===== src/rtl/box_pixel_shader.sv =====
// box_pixel_shader: paints two coloured boxes with a half-brightness border
// over a background pixel stream. Box positions and colour indices are
// shadowed at frame start, so changes never tear mid-frame. The pipeline has
// a fixed 2-cycle latency and never stalls.
module box_pixel_shader #(
    parameter int COORD_W    = 10,
    parameter int BOX_W      = 64,
    parameter int BOX_H      = 32,
    parameter int EDGE_W     = 2,
    parameter int NUM_COLORS = 18
) (
    input  logic               clk_machine,
    input  logic               rst_machine,
    input  logic [4:0]         i_color_index1,
    input  logic [4:0]         i_color_index2,
    input  logic [COORD_W-1:0] i_box1_x,
    input  logic [COORD_W-1:0] i_box1_y,
    input  logic [COORD_W-1:0] i_box2_x,
    input  logic [COORD_W-1:0] i_box2_y,
    input  logic               i_frame_start,
    input  logic               i_pix_valid,
    input  logic [COORD_W-1:0] i_x,
    input  logic [COORD_W-1:0] i_y,
    input  logic [11:0]        i_bg_rgb,
    output logic [11:0]        o_rgb,
    output logic               o_rgb_valid,
    output logic               o_in_box1,
    output logic               o_in_box2
);

    // Box extents as offsets from the top-left corner, one bit wider than the
    // coordinates so a box hanging off the right/bottom is clipped, not wrapped.
    localparam logic [COORD_W:0] X_LAST      = (COORD_W+1)'(BOX_W - 1);
    localparam logic [COORD_W:0] Y_LAST      = (COORD_W+1)'(BOX_H - 1);
    localparam logic [COORD_W:0] EDGE_OFS    = (COORD_W+1)'(EDGE_W);
    localparam logic [COORD_W:0] X_INNER_END = (COORD_W+1)'(BOX_W - 1 - EDGE_W);
    localparam logic [COORD_W:0] Y_INNER_END = (COORD_W+1)'(BOX_H - 1 - EDGE_W);
    localparam logic [11:0]      ERR_RGB     = 12'hF0F;

    // Shadow (per-frame) configuration
    logic [4:0]         r_idx1;
    logic [4:0]         r_idx2;
    logic [COORD_W-1:0] r_box1_x;
    logic [COORD_W-1:0] r_box1_y;
    logic [COORD_W-1:0] r_box2_x;
    logic [COORD_W-1:0] r_box2_y;

    // Stage 1
    logic        r_s1_valid;
    logic [11:0] r_s1_bg;
    logic        r_s1_in1;
    logic        r_s1_in2;
    logic        r_s1_edge;
    logic [11:0] r_s1_col1;
    logic [11:0] r_s1_col2;

    logic [1:0]  w_hit1;
    logic [1:0]  w_hit2;
    logic        w_in1;
    logic        w_in2;
    logic        w_edge;
    logic [11:0] w_col1;
    logic [11:0] w_col2;
    logic [11:0] w_sel;
    logic [11:0] w_shaded;

    // Fixed RGB444 palette; anything past the last entry is the error colour.
    function automatic logic [11:0] f_palette(input logic [4:0] idx);
        logic [11:0] col;
        if (int'(idx) >= NUM_COLORS) begin
            col = ERR_RGB;
        end else begin
            case (idx)
                5'd0:    col = 12'hF00;
                5'd1:    col = 12'h0F0;
                5'd2:    col = 12'h00F;
                5'd3:    col = 12'hFF0;
                5'd4:    col = 12'h0FF;
                5'd5:    col = 12'hF80;
                5'd6:    col = 12'h8F0;
                5'd7:    col = 12'h08F;
                5'd8:    col = 12'hF08;
                5'd9:    col = 12'h80F;
                5'd10:   col = 12'h0F8;
                5'd11:   col = 12'hFFF;
                5'd12:   col = 12'h000;
                5'd13:   col = 12'h840;
                5'd14:   col = 12'h048;
                5'd15:   col = 12'h484;
                5'd16:   col = 12'hCCC;
                5'd17:   col = 12'h888;
                default: col = ERR_RGB;
            endcase
        end
        return col;
    endfunction

    // Returns {inside, on_border} for one box.
    function automatic logic [1:0] f_hit(
        input logic [COORD_W-1:0] x,
        input logic [COORD_W-1:0] y,
        input logic [COORD_W-1:0] bx,
        input logic [COORD_W-1:0] by
    );
        logic [COORD_W:0] xe;
        logic [COORD_W:0] ye;
        logic [COORD_W:0] bxe;
        logic [COORD_W:0] bye;
        logic             ins;
        logic             edg;
        xe  = {1'b0, x};
        ye  = {1'b0, y};
        bxe = {1'b0, bx};
        bye = {1'b0, by};
        ins = (xe >= bxe) && (xe <= bxe + X_LAST) &&
              (ye >= bye) && (ye <= bye + Y_LAST);
        edg = ins && ((xe < bxe + EDGE_OFS) || (xe > bxe + X_INNER_END) ||
                      (ye < bye + EDGE_OFS) || (ye > bye + Y_INNER_END));
        return {ins, edg};
    endfunction

    // Hit test and palette lookups against the current shadow values
    always_comb begin
        w_hit1 = f_hit(i_x, i_y, r_box1_x, r_box1_y);
        w_hit2 = f_hit(i_x, i_y, r_box2_x, r_box2_y);
        w_in1  = w_hit1[1];
        w_in2  = w_hit2[1] && !w_hit1[1];
        w_edge = w_in1 ? w_hit1[0] : (w_in2 ? w_hit2[0] : 1'b0);
        w_col1 = f_palette(r_idx1);
        w_col2 = f_palette(r_idx2);
    end

    // Stage-2 colour select and border dimming
    always_comb begin
        if (r_s1_in1) begin
            w_sel = r_s1_col1;
        end else if (r_s1_in2) begin
            w_sel = r_s1_col2;
        end else begin
            w_sel = r_s1_bg;
        end
        w_shaded = r_s1_edge ? {1'b0, w_sel[11:9], 1'b0, w_sel[7:5], 1'b0, w_sel[3:1]}
                             : w_sel;
    end

    // Shadow registers: only updated on the frame-start pulse
    always_ff @(posedge clk_machine or posedge rst_machine) begin
        if (rst_machine) begin
            r_idx1   <= 5'd17;
            r_idx2   <= 5'd0;
            r_box1_x <= '0;
            r_box1_y <= '0;
            r_box2_x <= '0;
            r_box2_y <= '0;
        end else if (i_frame_start) begin
            r_idx1   <= i_color_index1;
            r_idx2   <= i_color_index2;
            r_box1_x <= i_box1_x;
            r_box1_y <= i_box1_y;
            r_box2_x <= i_box2_x;
            r_box2_y <= i_box2_y;
        end
    end

    // Stage 1: register flags, background and both palette colours
    always_ff @(posedge clk_machine or posedge rst_machine) begin
        if (rst_machine) begin
            r_s1_valid <= 1'b0;
            r_s1_bg    <= '0;
            r_s1_in1   <= 1'b0;
            r_s1_in2   <= 1'b0;
            r_s1_edge  <= 1'b0;
            r_s1_col1  <= '0;
            r_s1_col2  <= '0;
        end else begin
            r_s1_valid <= i_pix_valid;
            r_s1_bg    <= i_bg_rgb;
            r_s1_in1   <= w_in1;
            r_s1_in2   <= w_in2;
            r_s1_edge  <= w_edge;
            r_s1_col1  <= w_col1;
            r_s1_col2  <= w_col2;
        end
    end

    // Stage 2: registered outputs, forced to zero during blanking
    always_ff @(posedge clk_machine or posedge rst_machine) begin
        if (rst_machine) begin
            o_rgb       <= '0;
            o_rgb_valid <= 1'b0;
            o_in_box1   <= 1'b0;
            o_in_box2   <= 1'b0;
        end else begin
            o_rgb_valid <= r_s1_valid;
            o_rgb       <= r_s1_valid ? w_shaded : 12'h000;
            o_in_box1   <= r_s1_valid && r_s1_in1;
            o_in_box2   <= r_s1_valid && r_s1_in2;
        end
    end

endmodule


===== config.mk =====
export PLATFORM = sky130hd
export DESIGN_NAME = box_pixel_shader
export DESIGN_NICKNAME = d
export VERILOG_FILES = /design/src/rtl/box_pixel_shader.sv
export SDC_FILE = /design/constraint.sdc
export NUM_CORES = 1
export LEC_CHECK = 0
export BUFFER_PORTS_ARGS = -buffer_cell sky130_fd_sc_hd__buf_2
export CORE_ASPECT_RATIO = 0.6
export CORE_MARGIN = 2
export CORE_UTILIZATION = 50
export CTS_CLUSTER_DIAMETER = 30
export DETAILED_ROUTE_END_ITERATION = 10
export PLACE_DENSITY = 0.7
export SKIP_CTS_REPAIR_TIMING = 1
export SYNTH_ARGS = -nofsm -noshare
export SYNTH_HDL_FRONTEND = slang
export SYNTH_SLANG_ARGS = --single-unit

===== constraint.sdc =====
create_clock -name clk_machine -period 4 [get_ports clk_machine]
set_input_delay 0.4 -clock clk_machine [delete_from_list [all_inputs] [get_ports clk_machine]]
set_output_delay 0.4 -clock clk_machine [all_outputs]
set_load 0.02 [all_outputs]

==> impl_metrics.toml, run 1 <==
[clock_network]
clockBufferDepth = 2
clk_pin_slew_ps = 80
cts.sinks = 99
cts_made_buffers = 9
htreeDepth = 3
cts_tree = "yes"
clk_latency_ps = 360
cts_root_buf = "clkbuf_16"

[power_and_ir_drop]
p_leak_nw = 4.681
vdd_drop_max_uv = 229.4
p_total_mw = 3.484
powerDensity_mw_per_mm2 = 342.5

[worst_setup_path]
crit_buf_inv = 1
worstPathCellList = "inv_1 -> ha_1 -> nor2b_1 -> and3_1 -> nor2_1 -> xnor2_1 -> ha_1 -> nand4_1 -> nor2_1 -> and4_2 -> a2111oi_4 -> nor4_4 -> a2111oi_4 -> a22o_1"
slowest_delay_ps = 490
required_ps = 4260
critPathLaunchType = "flip-flop"
end_kind = "flip-flop"
cp_slowest_cell = "dfrtp_1"
path_class = "reg2reg"
path_max_fanout = 7
cpLargestDelayFamily = "simple AND/OR/NAND/NOR gates"
cp.arrival_ps = 3620
regToRegSetupSlack_ps = 640

[detailed_routing]
wirelength_mm = 24.10
wl_per_cell_um = 17.79
ant_nets = 0
vias = 7739
drt_iter0_drc = 659
route.detailed.drc = 0
dr.pass1.iters = 5
via_per_inst = 5.711

[synthesis]
synthDistinctLibCells = 65
synth_cells = 1032
yosysWarnings = 0
ys.flop_type = "dfrtp_1"
avgSynthCellArea_um2 = 8.927
synth-edff-count = 0
synthesis.area_mm2 = 0.009213
ys_ff_latch = 99
synthesis.nets = 1302
ys_seq_area_share_pct = 26.92
async_flop_share_pct = 100.0

[sta]
relSlewSlack_pct = 33.38
finalSetupViolCount = 0
slew_violations = 0
worstMarginPinSlew_ps = 999.2
hold_viol = 0
min_period_ps = 3363
finalWorstSetupSlack_ps = 637.4
skew_ps = 11.50
fin_setup_tns_ps = 0
holdWs_ps = 142.2
fmax_mhz = 297.4
finalCritPeriodShare_pct = 84.07
rsz0062_at_grt = "no"

[placement]
port_buffers = 100
pre_cts_slack_ps = 696.0
place.gp.congestion = 0.9426
place_inst = 1338
dp.final_hpwl_mm = 19.10

[global_route]
grt_usage_pct = 25.88
grt_max_degree = 80
grt_pass1_vias = 7470
grt_pass1_wl_mm = 39.41
overflow = 0
antenna_found_initial = 1

[floorplanning]
io_pins = 101
die_h_um = 109.1
rows = 38
initial_core_util_pct = 50.99
core_area_mm2 = 0.01807
die_x_um = 179.2
design.die.area_mm2 = 0.01956

[run_status]
outcome = "completed"

[finish]
multi_input_area_mm2 = 0.006316
stdcell_count = 1355
post_route_cells_drive_above_1_share_pct = 13.02
syn2layout_area_growth_pct = 10.39
fin_nets = 1379
fillers = 1662
register_area_mm2 = 0.002480

[worst_hold_path]
hold_class = "in2reg"

[flow_run]
maxCapViolCount = 0
layout make-up:
class,count,area share (%)
sequential,99,24.38
tap,240,2.953
multi-input combinational,832,62.11
clock buffer,10,2.350
timing repair buffer,103,5.143
antenna,1,0.02461
clock inverter,6,0.6521
inverter,64,2.387
Yosys cell counts, types with 3 or more instances:
cell | number | area share (%)
a22o_1 | 3 | 0.29
nand3_1 | 28 | 1.5
and2_1 | 12 | 0.81
xnor2_1 | 84 | 8.0
nand4_1 | 18 | 1.2
nand3b_1 | 6 | 0.49
a21o_1 | 14 | 1.1
a2111oi_0 | 5 | 0.48
xor2_1 | 4 | 0.38
and3_1 | 6 | 0.41
dfrtp_1 | 97 | 26
nor3_1 | 26 | 1.4
a31oi_1 | 7 | 0.48
buf_2 | 4 | 0.22
inv_1 | 58 | 2.4
a21oi_1 | 62 | 3.4
nor2_1 | 64 | 2.6
nand2b_1 | 10 | 0.68
clkbuf_1 | 27 | 1.1
mux2i_1 | 20 | 2.2
o21ai_0 | 86 | 4.7
o211ai_1 | 7 | 0.57
clkinv_1 | 5 | 0.20
mux2_2 | 6 | 0.73
nand2_1 | 89 | 3.6
o21a_1 | 16 | 1.3
nor4_1 | 8 | 0.54
or3_1 | 4 | 0.27
ha_1 | 184 | 25
o22ai_1 | 3 | 0.20
nor2b_1 | 10 | 0.68
a211oi_1 | 15 | 1.2
registers in the layout, indices dropped and copies added, names as in the netlist:
name         flops
r_box2_y        10
r_box2_x        10
r_s1_edge        1
r_s1_col1        9
r_s1_bg         12
o_rgb           12
r_s1_in1         1
r_idx1           5
r_s1_in2         1
o_rgb_valid      1
r_s1_valid       1
r_box1_y        10
r_s1_col2        9
r_idx2           5
r_box1_x        10
o_in_box2        1
o_in_box1        1
worst register-to-register path, cell delays in order (launching register included):
cell       delay (ps)
dfrtp_1           490
inv_1             210
ha_1              180
nor2b_1           220
and3_1            270
nor2_1             80
xnor2_1           120
ha_1              300
nand4_1           130
nor2_1            210
and4_2            300
a2111oi_4          90
nor4_4            380
a2111oi_4          60
a22o_1            210
path summary, 6_finish.rpt:
path,startpoint,end,depth (start not counted)
hold reg to reg,r_s1_col1[7],o_rgb[7],2
setup reg to reg,r_box1_y[2],r_s1_edge,14
hold / removal,i_bg_rgb[4],r_s1_bg[4],1
min in group asynchronous,rst_machine,r_s1_valid,2
max in group asynchronous,rst_machine,r_idx1[4],3
setup / recovery,r_box1_y[2],r_s1_edge,14
per-layer routing:
metal	GRT usage, %	up-vias	part of all wire, %
met5	0	-	0
met4	5.530	0	1.3
met2	35.60	249	38
li1	-	3829	-
met3	5.021	24	7.8
met1	40.99	3637	53
placed cells by master, fill, tap and decap left out, drive strengths merged, types with 7 or more instances in the layout:
cell,count
nand2b,10
and2,12
nor4,11
nor2,65
o211ai,7
a21oi,62
dfrtp,97
a211oi,15
nor2b,10
mux2i,20
a31oi,8
ha,184
nand4,18
inv,63
o21a,16
nand3,28
a21o,15
xnor2,84
nand2,89
buf,103
o21ai,87
a2111oi,9
clkbuf,10
nor3,26
power breakdown:
group,internal (mW),total (mW),switching [mW]
clock network,0.461,0.910,0.449
logic,0.573,1.31,0.741
registers,1.11,1.26,0.152
total,2.14,3.48,1.34
metrics by stage:
stage / area, µm² / utilization, %
final: 10170 / 56.29
after global routing: 10170 / 56.27
after CTS: 10170 / 56.27
after detailed placement: 9862 / 54.58
after global placement: 9862 / 54.58
after floorplan: 9213 / -
kinds of logic after synthesis:
family	share of synthesized area, %
buffers and inverters	4.523
adder cells (fa/ha/maj)	24.99
flip-flops	26.92
XOR/XNOR	8.366
AND/OR/NAND/NOR	15.56
AO/OA/AOI/OAI	16.73
multiplexers	2.906
No activity file was read; power rests on OpenSTA's default activity.
==> inputs of run 2 (changes only) <==
--- a/config.mk
+++ b/config.mk
@@ -11,7 +11,7 @@
 export CORE_UTILIZATION = 50
 export CTS_CLUSTER_DIAMETER = 30
 export DETAILED_ROUTE_END_ITERATION = 10
-export PLACE_DENSITY = 0.7
+export PLACE_DENSITY = 0.72
 export SKIP_CTS_REPAIR_TIMING = 1
 export SYNTH_ARGS = -nofsm -noshare
 export SYNTH_HDL_FRONTEND = slang
==> constraint.sdc (replaced) <==
create_clock -name clk_machine -period 3 [get_ports clk_machine]
set_input_delay 0.3 -clock clk_machine [delete_from_list [all_inputs] [get_ports clk_machine]]
set_output_delay 0.3 -clock clk_machine [all_outputs]
set_load 0.02 [all_outputs]
==> run 2 against run 1 <==
  * Core utilization increased by 3.0 points
  * Final cell count increased by 4.1%
  * Global-route usage decreased by 0.13 points
  * Critical endpoint unchanged
  * Clock skew decreased by 3.0 ps
  * The flow now finishes with violations (negative setup slack)
  * Clock power increased by 30%
  * Critical path type unchanged
  * Largest cell class unchanged
  * Die area unchanged
  * Register-to-register slack got worse by 690 ps
==> impl_metrics.toml, run 2 (same netlist as run 1, synthesis figures left out) <==
[run_status]
outcome = "finished, violations left"
violations = "negative setup slack"

[clock_network]
cts.sinks = 99
clockBufferDepth = 2
htreeDepth = 3
cts_tree = "yes"
cts_made_buffers = 9
clk_pin_slew_ps = 80
clk_latency_ps = 360
cts_root_buf = "clkbuf_16"

[detailed_routing]
wl_per_cell_um = 17.40
vias = 8000
wirelength_mm = 24.54
drt_iter0_drc = 560
via_per_inst = 5.674
dr.pass1.iters = 7
route.detailed.drc = 0
ant_nets = 0

[worst_setup_path]
reg2regPathDepth = 10
end_kind = "flip-flop"
regToRegSetupSlack_ps = -50
required_ps = 3250
path_class = "reg2reg"
r2r-end = "r_s1_edge"
cpLargestDelayFamily = "compound AO/OA/AOI/OAI gates"
worstSetupStartpoint = "r_box1_x[5]"
cp.arrival_ps = 3300
slowest_delay_ps = 460
critPathLaunchType = "flip-flop"
crit_end = "r_s1_edge"
worstPathCellList = "nor4_4 -> a21oi_2 -> xnor2_1 -> ha_1 -> a21o_1 -> a2111oi_4 -> a2111oi_4 -> nor4_4 -> a2111oi_4 -> a22o_1"
cp_slowest_cell = "nor4_4"
cp_num_cells = 10
path_common_cell = "a2111oi_4"
crit_buf_inv = 0
rr_startpoint = "r_box1_x[5]"
path_max_fanout = 6

[power_and_ir_drop]
power.share.switching_pct = 38.21
powerDensity_mw_per_mm2 = 445.1
vdd_drop_max_uv = 353.5
seq_power_share_pct = 34.4
p_total_mw = 4.771
p_int_mw = 2.948
p_comb_share_pct = 40.8
pwr-share-clk_pct = 24.8
p_sw_mw = 1.823
p_leak_nw = 4.971

[finish]
stdcell_count = 1410
reg_top3 = "o_rgb (12), r_s1_bg (12)"
final_cell_mix = "ha_1 (184), buf_2 (100), dfrtp_1 (97)"
post_route_cells_drive_above_1_share_pct = 18.56
final_common_cell = "ha_1"
syn2layout_area_growth_pct = 16.37
post-route-cell-area_mm2 = 0.01072
fin_nets = 1434
final_util_pct = 59.34
fillers = 1633

[floorplanning]
die_h_um = 109.1
initial_core_util_pct = 50.99
io_pins = 101
die_x_um = 179.2
design.die.area_mm2 = 0.01956
rows = 38
core_area_mm2 = 0.01807

[sta]
fmax_mhz = 327.7
finalSetupViolCount = 1
finalCritPeriodShare_pct = 101.7
worstMarginPinSlew_ps = 823.1
relSlewSlack_pct = 45.12
hold_viol = 0
finalWorstSetupSlack_ps = -52.00
min_period_ps = 3052
rsz0062_at_grt = "yes"
skew_ps = 8.462
slew_violations = 0

[worst_hold_path]
hold_class = "in2reg"

[flow_run]
maxCapViolCount = 0

[placement]
place_inst = 1382
dp.final_hpwl_mm = 19.50
port_buffers = 100
placed_cell_area_mm2 = 0.01022
place.gp.congestion = 0.9487

[global_route]
antenna_found_initial = 2
grt_pass1_wl_mm = 39.16
overflow = 0
grt_max_degree = 77
grt_pass1_vias = 7507
grt_usage_pct = 25.75
[run 2: cell types whose count changed in the layout (fill, tap and decap cells not counted), moves of 3 or more]
cell     delta
a21oi_1     -4
a21oi_2     +4
buf_4      +52
inv_1       -3
inv_2       +3
[run 2: worst min-delay path by stage]
| stage | startpoint | to | slack (ps) | cells after the start |
|---|---|---|---|---|
| floorplan | i_bg_rgb[0] | r_s1_bg[0] | 330 | 0 |
| global placement | rst_machine | o_rgb_valid | 320 | 2 |
| detailed placement | rst_machine | r_box2_y[1] | 320 | 2 |
| CTS | rst_machine | r_box1_x[1] | -70 | 2 |
| global route | i_bg_rgb[11] | r_s1_bg[11] | 30 | 1 |
| finish | i_bg_rgb[11] | r_s1_bg[11] | 40 | 1 |
[run 2: cell type report]
class / count / area (µm²) / share of cell area (%)
multi-input combinational: 832 / 6427 / 59.96
clock buffer: 9 / 225.2 / 2.101
timing repair buffer: 158 / 963.4 / 8.987
clock inverter: 7 / 78.83 / 0.7353
tap: 240 / 300.3 / 2.801
sequential: 99 / 2480 / 23.13
inverter: 64 / 242.7 / 2.264
antenna: 1 / 2.502 / 0.02334
[run 2: per-stage QoR]
stage	setup slack [ps]	hold WS, ps	setup TNS (ps)
2_1_floorplan	10.97	331.4	0
3_3_place_gp	24.47	317.3	0
3_5_place_dp	-67.87	318.7	-67.87
4_1_cts	-112.7	-67.89	-112.7
5_1_grt	-187.5	26.31	-207.0
6_report	-52.00	41.60	-52.00
[run 2: routing by layer]
layer / share of wire (%) / vias to the layer above / global-route usage [%]
li1: - / 3938 / -
met1: 51 / 3756 / 40.81
met2: 40 / 283 / 35.82
met3: 7.9 / 21 / 4.951
met4: 0.89 / 2 / 4.666
met5: 0.053 / - / 0
[run 2: power by group through the flow]
| stage | clock, mW | sequential [mW] | combinational (mW) |
|---|---|---|---|
| finish | 1.18 | 1.64 | 1.95 |
| global route | 1.27 | 1.66 | 2.18 |
| CTS | 1.22 | 1.64 | 1.86 |
| detailed placement | 0 | 1.66 | 1.84 |
| global placement | 0 | 1.66 | 1.80 |
| floorplan | 0 | 1.61 | 1.30 |
==> inputs of run 3 (changes only) <==
--- a/config.mk
+++ b/config.mk
@@ -11,6 +11,7 @@
 export CORE_UTILIZATION = 50
 export CTS_CLUSTER_DIAMETER = 30
 export DETAILED_ROUTE_END_ITERATION = 10
+export GPL_ROUTABILITY_DRIVEN = 0
 export PLACE_DENSITY = 0.72
 export SKIP_CTS_REPAIR_TIMING = 1
 export SYNTH_ARGS = -nofsm -noshare
==> constraint.sdc (replaced) <==
create_clock -name clk_machine -period 3 [get_ports clk_machine]
set_input_delay 0.9 -clock clk_machine [delete_from_list [all_inputs] [get_ports clk_machine]]
set_output_delay 0.9 -clock clk_machine [all_outputs]
set_load 0.02 [all_outputs]
==> run 3 against run 2 <==
  * The flow still finishes with violations (negative setup slack)
  * Setup slack got worse by 14 ps
  * Via count increased by 4.1%
  * Routed wire length increased by 2.9%
  * Sequential power about the same
  * Critical path depth increased by 1
  * Count of clock-buffer cells in the layout unchanged
  * Final area increased by 2.6%
  * Clock power increased by 8%
  * Non-clock buffer count increased by 36
  * Largest cell class unchanged
  * Highest routed layer unchanged
==> impl_metrics.toml, run 3 (same netlist as run 1, synthesis figures left out) <==
[worst_setup_path]
worstSetupStartpoint = "r_box1_y[2]"
critPathLaunchType = "flip-flop"
path_max_fanout = 3
reg2regPathDepth = 11
r2r-end = "r_s1_edge"
rr_startpoint = "r_box1_y[2]"
required_ps = 3250
regToRegSetupSlack_ps = -70
path_class = "reg2reg"
end_kind = "flip-flop"
crit_end = "r_s1_edge"
cp.arrival_ps = 3320

[sta]
min_period_ps = 3066
fin_setup_tns_ps = -100.9
relSlewSlack_pct = 51.71
finalCritPeriodShare_pct = 102.2
worstMarginPinSlew_ps = 724.4
hold_viol = 0
skew_ps = 12.88
rsz0062_at_grt = "yes"
finalSetupViolCount = 2
slew_violations = 0
fmax_mhz = 326.2
finalWorstSetupSlack_ps = -65.93

[clock_network]
cts.sinks = 99
clockBufferDepth = 2
htreeDepth = 3
cts_root_buf = "clkbuf_16"
cts_made_buffers = 9
cts_tree = "yes"
clk_latency_ps = 370
clk_pin_slew_ps = 80

[power_and_ir_drop]
p_int_mw = 3.068
power.share.switching_pct = 37.58
vdd_drop_max_uv = 293.0
p_leak_nw = 5.140
powerDensity_mw_per_mm2 = 446.9
p_sw_mw = 1.847
seq_power_share_pct = 33.2
pwr-share-clk_pct = 25.8
p_comb_share_pct = 40.9

[finish]
fin_nets = 1470
final_util_pct = 60.87
reg_top3 = "o_rgb (12), r_s1_bg (12)"
fillers = 1622
syn2layout_area_growth_pct = 19.38
post_route_cells_drive_above_1_share_pct = 21.24
final_common_cell = "ha_1"
final_cell_mix = "ha_1 (181), buf_2 (100), dfrtp_1 (97)"
diodes = 0

[placement]
port_buffers = 100
dp.final_hpwl_mm = 20.16

[global_route]
grt_usage_pct = 26.57
grt_max_degree = 60
grt_pass1_wl_mm = 40.41
overflow = 0
grt_pass1_vias = 7790
antenna_found_initial = 1

[floorplanning]
die_x_um = 179.2
rows = 38
core_area_mm2 = 0.01807
io_pins = 101
die_h_um = 109.1
design.die.area_mm2 = 0.01956
initial_core_util_pct = 50.99

[flow_run]
maxCapViolCount = 0

[detailed_routing]
via_per_inst = 5.762
route.layer.met1.wl_mm = 12.48
drt_iter0_drc = 690
wl_per_cell_um = 17.47
vias = 8326
met2_length_mm = 10.28
route.met3.wl_mm = 2.035
ant_nets = 0
dr.pass1.iters = 5
wirelength_mm = 25.25
routed.top_layer = "met5"
route.detailed.drc = 0

[worst_hold_path]
hold_class = "reg2reg"
holdPathStages = 2

[run_status]
outcome = "finished, violations left"
violations = "negative setup slack"
## run 3: routing by layer
layer  track usage, %  up-vias
met5                0        -
met4            6.221        2
met3            4.916       36
met2            37.60      326
met1            41.19     3949
li1                 -     4013
## run 3: worst max-delay path, stage by stage, from the launching register on
cell and delay, ps:
dfrtp_1 400, or3_4 420, o21ai_4 160, xnor2_1 140, ha_1 260, a21o_1 180, a21o_2 220, a221oi_2 350
a2111oi_4 120, nor4_4 410, a2111oi_4 60, a22o_1 220
## run 3: how the worst min path moves through the flow
stage                  startpoint           to
finish              r_s1_col1[11]    o_rgb[11]
floorplan              r_s1_valid  o_rgb_valid
global placement    r_s1_col1[11]    o_rgb[11]
global route        r_s1_col1[11]    o_rgb[11]
CTS                 r_s1_col1[11]    o_rgb[11]
detailed placement  r_s1_col1[11]    o_rgb[11]
## run 3: power groups by stage
stage / clock (mW) / sequential (mW) / combinational (mW)
after floorplan: 0 / 1.61 / 1.30
after detailed placement: 0 / 1.65 / 1.91
final: 1.27 / 1.63 / 2.01
after global routing: 1.34 / 1.65 / 2.25
after CTS: 1.29 / 1.63 / 1.92
after global placement: 0 / 1.65 / 1.85
## run 3: stage by stage
stage | std cells | hold slack (ps) | area (µm²) | worst slack, ps | power, mW
CTS | 1436 | 556.2 | 10810 | -139.0 | 4.845
floorplan | 1032 | 386.2 | 9218 | 10.97 | 2.914
global route | 1445 | 589.0 | 11000 | -196.7 | 5.245
detailed placement | 1420 | 535.4 | 10490 | -106.9 | 3.560
global placement | 1420 | 527.2 | 10490 | -11.16 | 3.499
finish | 1445 | 558.6 | 11000 | -65.93 | 4.915
## run 3: area by class of cell
class | instances | area [µm²] | area share (%)
clock buffers | 9 | 225.2 | 2.048
clock inverters | 7 | 95.09 | 0.8646
inverters | 64 | 244.0 | 2.218
multi-input cells | 832 | 6435 | 58.51
flip-flops and latches | 99 | 2480 | 22.55
well taps | 240 | 300.3 | 2.730
repair buffers | 194 | 1219 | 11.08
